## src/rtl/sys_ctrl.sv

```systemverilog
// Command sequencer: decodes 1-4 byte frames from the receive path into register-file
// and ALU operations, returns responses to the TX FIFO and gates the ALU clock.
module sys_ctrl #(
    parameter int DATA_WIDTH = 8,
    parameter int ADDR_WIDTH = 4,
    parameter int FUN_WIDTH  = 4
) (
    input  logic                    CLK,
    input  logic                    RST,
    input  logic [DATA_WIDTH-1:0]   rx_data,
    input  logic                    rx_valid,
    output logic [ADDR_WIDTH-1:0]   rf_addr,
    output logic                    rf_wr_en,
    output logic                    rf_rd_en,
    output logic [DATA_WIDTH-1:0]   rf_wr_data,
    input  logic [DATA_WIDTH-1:0]   rf_rd_data,
    input  logic                    rf_rd_valid,
    output logic                    alu_en,
    output logic [FUN_WIDTH-1:0]    alu_fun,
    input  logic [2*DATA_WIDTH-1:0] alu_out,
    input  logic                    alu_out_valid,
    output logic                    clk_gate_en,
    input  logic                    fifo_full,
    output logic [DATA_WIDTH-1:0]   tx_data,
    output logic                    tx_valid
);

    localparam logic [DATA_WIDTH-1:0] CMD_WR     = DATA_WIDTH'(8'hAA);
    localparam logic [DATA_WIDTH-1:0] CMD_RD     = DATA_WIDTH'(8'hBB);
    localparam logic [DATA_WIDTH-1:0] CMD_ALU_OP = DATA_WIDTH'(8'hCC);
    localparam logic [DATA_WIDTH-1:0] CMD_ALU    = DATA_WIDTH'(8'hDD);

    typedef enum logic [3:0] {
        IDLE, WR_ADDR, WR_DATA, RD_ADDR, RD_WAIT, OP_A, OP_B,
        ALU_FUN, ALU_WAIT, TX_SEND, TX_HI
    } state_t;

    state_t                  state, state_nxt;
    logic [ADDR_WIDTH-1:0]   rf_addr_nxt;
    logic [DATA_WIDTH-1:0]   rf_wr_data_nxt;
    logic [FUN_WIDTH-1:0]    alu_fun_nxt;
    logic                    rf_wr_en_nxt, rf_rd_en_nxt, alu_en_nxt, clk_gate_en_nxt;
    logic [DATA_WIDTH-1:0]   resp_lo, resp_lo_nxt, resp_hi, resp_hi_nxt;
    logic                    resp_two, resp_two_nxt;

    always_comb begin
        state_nxt       = state;
        rf_addr_nxt     = rf_addr;
        rf_wr_data_nxt  = rf_wr_data;
        alu_fun_nxt     = alu_fun;
        rf_wr_en_nxt    = 1'b0;
        rf_rd_en_nxt    = 1'b0;
        alu_en_nxt      = 1'b0;
        clk_gate_en_nxt = clk_gate_en;
        resp_lo_nxt     = resp_lo;
        resp_hi_nxt     = resp_hi;
        resp_two_nxt    = resp_two;

        case (state)
            IDLE: begin
                if (rx_valid) begin
                    case (rx_data)
                        CMD_WR:     state_nxt = WR_ADDR;
                        CMD_RD:     state_nxt = RD_ADDR;
                        CMD_ALU_OP: state_nxt = OP_A;
                        CMD_ALU: begin
                            state_nxt       = ALU_FUN;
                            clk_gate_en_nxt = 1'b1;
                        end
                        default:    state_nxt = IDLE;
                    endcase
                end
            end
            WR_ADDR: if (rx_valid) begin
                rf_addr_nxt = rx_data[ADDR_WIDTH-1:0];
                state_nxt   = WR_DATA;
            end
            WR_DATA: if (rx_valid) begin
                rf_wr_data_nxt = rx_data;
                rf_wr_en_nxt   = 1'b1;
                state_nxt      = IDLE;
            end
            RD_ADDR: if (rx_valid) begin
                rf_addr_nxt  = rx_data[ADDR_WIDTH-1:0];
                rf_rd_en_nxt = 1'b1;
                state_nxt    = RD_WAIT;
            end
            RD_WAIT: if (rf_rd_valid) begin
                resp_lo_nxt  = rf_rd_data;
                resp_two_nxt = 1'b0;
                state_nxt    = TX_SEND;
            end
            // Operands are staged in register-file words 0 and 1 for the ALU
            OP_A: if (rx_valid) begin
                rf_addr_nxt    = '0;
                rf_wr_data_nxt = rx_data;
                rf_wr_en_nxt   = 1'b1;
                state_nxt      = OP_B;
            end
            OP_B: if (rx_valid) begin
                rf_addr_nxt     = ADDR_WIDTH'(1);
                rf_wr_data_nxt  = rx_data;
                rf_wr_en_nxt    = 1'b1;
                clk_gate_en_nxt = 1'b1;
                state_nxt       = ALU_FUN;
            end
            ALU_FUN: if (rx_valid) begin
                alu_fun_nxt = rx_data[FUN_WIDTH-1:0];
                alu_en_nxt  = 1'b1;
                state_nxt   = ALU_WAIT;
            end
            ALU_WAIT: if (alu_out_valid) begin
                resp_lo_nxt  = alu_out[DATA_WIDTH-1:0];
                resp_hi_nxt  = alu_out[2*DATA_WIDTH-1:DATA_WIDTH];
                resp_two_nxt = 1'b1;
                state_nxt    = TX_SEND;
            end
            TX_SEND: if (!fifo_full) state_nxt = resp_two ? TX_HI : IDLE;
            TX_HI: if (!fifo_full) begin
                clk_gate_en_nxt = 1'b0;
                state_nxt       = IDLE;
            end
            default: state_nxt = IDLE;
        endcase
    end

    always_ff @(posedge CLK or negedge RST) begin
        if (!RST) begin
            state       <= IDLE;
            rf_addr     <= '0;
            rf_wr_data  <= '0;
            alu_fun     <= '0;
            rf_wr_en    <= 1'b0;
            rf_rd_en    <= 1'b0;
            alu_en      <= 1'b0;
            clk_gate_en <= 1'b0;
            resp_lo     <= '0;
            resp_hi     <= '0;
            resp_two    <= 1'b0;
        end else begin
            state       <= state_nxt;
            rf_addr     <= rf_addr_nxt;
            rf_wr_data  <= rf_wr_data_nxt;
            alu_fun     <= alu_fun_nxt;
            rf_wr_en    <= rf_wr_en_nxt;
            rf_rd_en    <= rf_rd_en_nxt;
            alu_en      <= alu_en_nxt;
            clk_gate_en <= clk_gate_en_nxt;
            resp_lo     <= resp_lo_nxt;
            resp_hi     <= resp_hi_nxt;
            resp_two    <= resp_two_nxt;
        end
    end

    // The FIFO write strobe follows fifo_full combinationally so a full FIFO is never written
    assign tx_valid = ((state == TX_SEND) || (state == TX_HI)) && !fifo_full;

    always_comb begin
        tx_data = '0;
        if (state == TX_SEND)
            tx_data = resp_lo;
        else if (state == TX_HI)
            tx_data = resp_hi;
    end

endmodule

```

## config.mk

```make
export PLATFORM = sky130hd
export DESIGN_NAME = sys_ctrl
export DESIGN_NICKNAME = d
export VERILOG_FILES = /design/src/rtl/sys_ctrl.sv
export SDC_FILE = /design/constraint.sdc
export NUM_CORES = 1
export LEC_CHECK = 0
export BUFFER_PORTS_ARGS = -buffer_cell sky130_fd_sc_hd__clkbuf_2
export CAP_MARGIN = 15
export CORE_MARGIN = 4
export CORE_UTILIZATION = 55
export DETAILED_ROUTE_END_ITERATION = 10
export PLACE_DENSITY = 0.95
export REMOVE_ABC_BUFFERS = 1
export SYNTH_ARGS = -nofsm -noshare
export SYNTH_HDL_FRONTEND = slang
export SYNTH_SLANG_ARGS = --single-unit
export TNS_END_PERCENT = 50
```

## constraint.sdc

```tcl
create_clock -name CLK -period 2.8 [get_ports CLK]
set_input_delay 0.14 -clock CLK [delete_from_list [all_inputs] [get_ports CLK]]
set_output_delay 0.14 -clock CLK [all_outputs]
set_load 0.05 [all_outputs]
```

==> impl_metrics.py <==
metrics = {
    "global_routing": {
        "grt_pass1_vias": 1812,
        "grt_first_pass_wirelength_mm": 8.50,
        "grt_max_degree": 42,
        "antenna_found_initial": 0,
        "grt-ovfl-total": 0,
        "gr-usage-all-layers_pct": 21.7,
    },
    "placement": {
        "port-buffer-count": 66,
        "gp_congestion": 0.907,
        "dp.final_hpwl_mm": 3.74,
    },
    "cts": {
        "clk_pin_slew_worst_paths_ns": 0.08,
        "cts.sink_count": 41,
        "cts_made_buffers": 5,
        "cts-resized-gates": 0,
        "cts-root-buf": "clkbuf_8",
        "cts_hold_buf": 0,
        "post_cts_buffers": 0,
        "cts.htree.levels": 2,
        "clock_path_buffers": 2,
        "clkLatencyLatePin_ns": 0.30,
        "tritoncts": "yes",
    },
    "timing": {
        "rsz0062_at_grt": "no",
        "setup_violations": 0,
        "tns_ns": 0,
        "hold_viol_final": 0,
        "finalMaxSlewViolations": 0,
        "slew_headroom_pct": 32.0,
        "final.min_clock_period_ns": 2.24,
        "fin_worst_skew_ns": 0.00721,
        "holdWs_ns": 0.00928,
        "timing.final.crit_share_pct": 80.0,
        "worst_slew_pin_slew_ns": 1.02,
        "fmax_mhz": 446,
    },
    "worst_setup_path": {
        "worstPathRequired_ns": 2.66,
        "cp-end-kind": "primary output",
        "start_kind": "flip-flop",
        "crit_type": "flip-flop to primary output",
        "arrival_ns": 2.10,
        "crit_fanout": 23,
    },
    "route": {
        "drt-initial-drc-count": 229,
        "via_count": 1803,
        "drc": 0,
        "drt_wl_total_mm": 5.23,
        "antenna_left": 0,
        "via_per_inst": 5.80,
        "drt_first_pass_iters": 4,
        "wire_per_inst_um": 16.8,
    },
    "synthesis": {
        "synth_warnings": 0,
        "ys_ff_latch": 41,
        "yosys.cell_count.top_type": "dfrtp_1",
        "synthTopCellsByCount": "dfrtp_1 (41), mux2_2 (23), nor2_1 (22)",
        "avgSynthCellArea_um2": 10.8,
        "synthArstFlopShare_pct": 100,
        "syn_inst": 197,
        "synth_area_um2": 2140,
        "yosysSeqAreaShare_pct": 48.0,
        "synth.area.top_cells": "dfrtp_1 (48%), mux2_2 (12%), mux2i_1 (4.2%)",
        "synth_area_leader_cell": "dfrtp_1",
        "synth_enable_flop_cells": 0,
        "synth_top_area_share_pct": 48.0,
        "synth_top_flop_cell": "dfrtp_1",
        "synth_cell_types": 46,
    },
    "floorplanning": {
        "initial_utilization_pct": 57.5,
        "die_x_um": 70.3,
        "core_um2": 3720,
        "ios": 67,
        "die-area_um2": 4950,
        "rows": 22,
        "die_y_um": 70.3,
    },
    "pwr": {
        "peakVddDrop_v": 0.000677,
        "leakagePower_nw": 1.24,
        "power_density_nw_per_um2": 1200,
    },
    "final_layout": {
        "drive_gt1_share_pct": 40.7,
        "syn_to_final_growth_pct": 20.4,
        "finalNetCount": 300,
        "diodes": 0,
    },
    "job": {
        "drv_cap": 0,
    },
    "worst_hold_path": {
        "hold_class": "input port to async pin",
    },
    "outcome": {
        "status": "finished clean",
    },
}
[metal layers]
metal | GRT usage [%] | share of wire [%] | up-vias
li1 | - | - | 841
met1 | 27.8 | 42 | 901
met2 | 35.4 | 52 | 53
met3 | 5.76 | 5.2 | 8
met4 | 7.02 | 1.3 | 0
met5 | 0 | 0 | -
[where the power goes]
part           leakage (nW)  switching, mW  internal [mW]
registers             0.500          0.241          0.846
clock network        0.0385          0.197          0.176
logic                 0.697           1.07          0.556
total                  1.24           1.51           1.58
[state kept, by name, indices dropped and copies added, names as in the netlist]
| register | count |
|---|---|
| rf_rd_en | 1 |
| clk_gate_en | 1 |
| state | 4 |
| rf_addr | 4 |
| resp_two | 1 |
| rf_wr_data | 8 |
| resp_lo | 8 |
| alu_en | 1 |
| resp_hi | 8 |
| alu_fun | 4 |
| rf_wr_en | 1 |
[worst max-delay path, stage by stage, from the launching register on]
cell and delay [ns]:
dfrtp_1 0.81, nor2b_1 0.24, buf_4 0.22, a22oi_1 0.11, nor2_1 0.12, clkbuf_2 0.30
[placed cells by master, fill, tap and decap left out, drive strengths merged, types with 2 or more instances in the layout]
cell    instances
a211oi          3
a21oi          12
a22oi           8
and3            2
buf             3
clkbuf         73
dfrtp          41
inv             7
mux2           23
mux2i           9
nand2           6
nand2b          2
nand3           4
nand3b          2
nor2           23
nor2b           7
nor3            4
nor4            2
o21a            2
o21ai           5
o22ai           2
o311ai          3
or2             2
xnor2           2
[metrics by stage]
step | cells | cell area [um^2] | power (mW) | worst slack (ns) | util, %
floorplan | 186 | 2080 | 2.27 | 0.611 | -
global placement | 303 | 2490 | 2.63 | 0.854 | 67.0
detailed placement | 303 | 2490 | 2.70 | 0.757 | 67.0
CTS | 311 | 2570 | 3.09 | 0.570 | 69.3
global route | 311 | 2570 | 3.25 | 0.422 | 69.3
finish | 311 | 2570 | 3.08 | 0.559 | 69.3
[cells by family after synthesis]
kind of cell / Yosys count / share of synthesized area (%)
multiplexers: 32 / 16.3
flip-flops: 41 / 48.0
AND/OR/NAND/NOR: 59 / 15.6
XOR/XNOR: 2 / 0.820
buffers and inverters: 18 / 4.04
AO/OA/AOI/OAI: 45 / 15.2
[final timing paths]
check | start | to | slack [ns] | cells after the start
worst max-delay path | state[0] | tx_data[0] | 0.56 | 5
worst min-delay path | RST | rf_addr[3] | 0.009 | 1
worst max register to register | state[0] | rf_wr_data[2] | 0.73 | 4
worst min register to register | clk_gate_en | clk_gate_en | 0.49 | 1
max in group asynchronous | RST | resp_hi[1] | 2.16 | 1
min in group CLK | alu_out[10] | resp_hi[2] | 0.08 | 2
[cell type report]
| class | instances | area, um^2 |
|---|---|---|
| fillers | 290 | 1140 |
| flip-flops and latches | 41 | 1030 |
| multi-input cells | 138 | 1020 |
| repair buffers | 69 | 353 |
| clock buffers | 7 | 76.3 |
| well taps | 48 | 60.1 |
| inverters | 7 | 26.3 |
| clock inverters | 1 | 7.51 |
No activity file was read; power rests on OpenSTA's default activity.
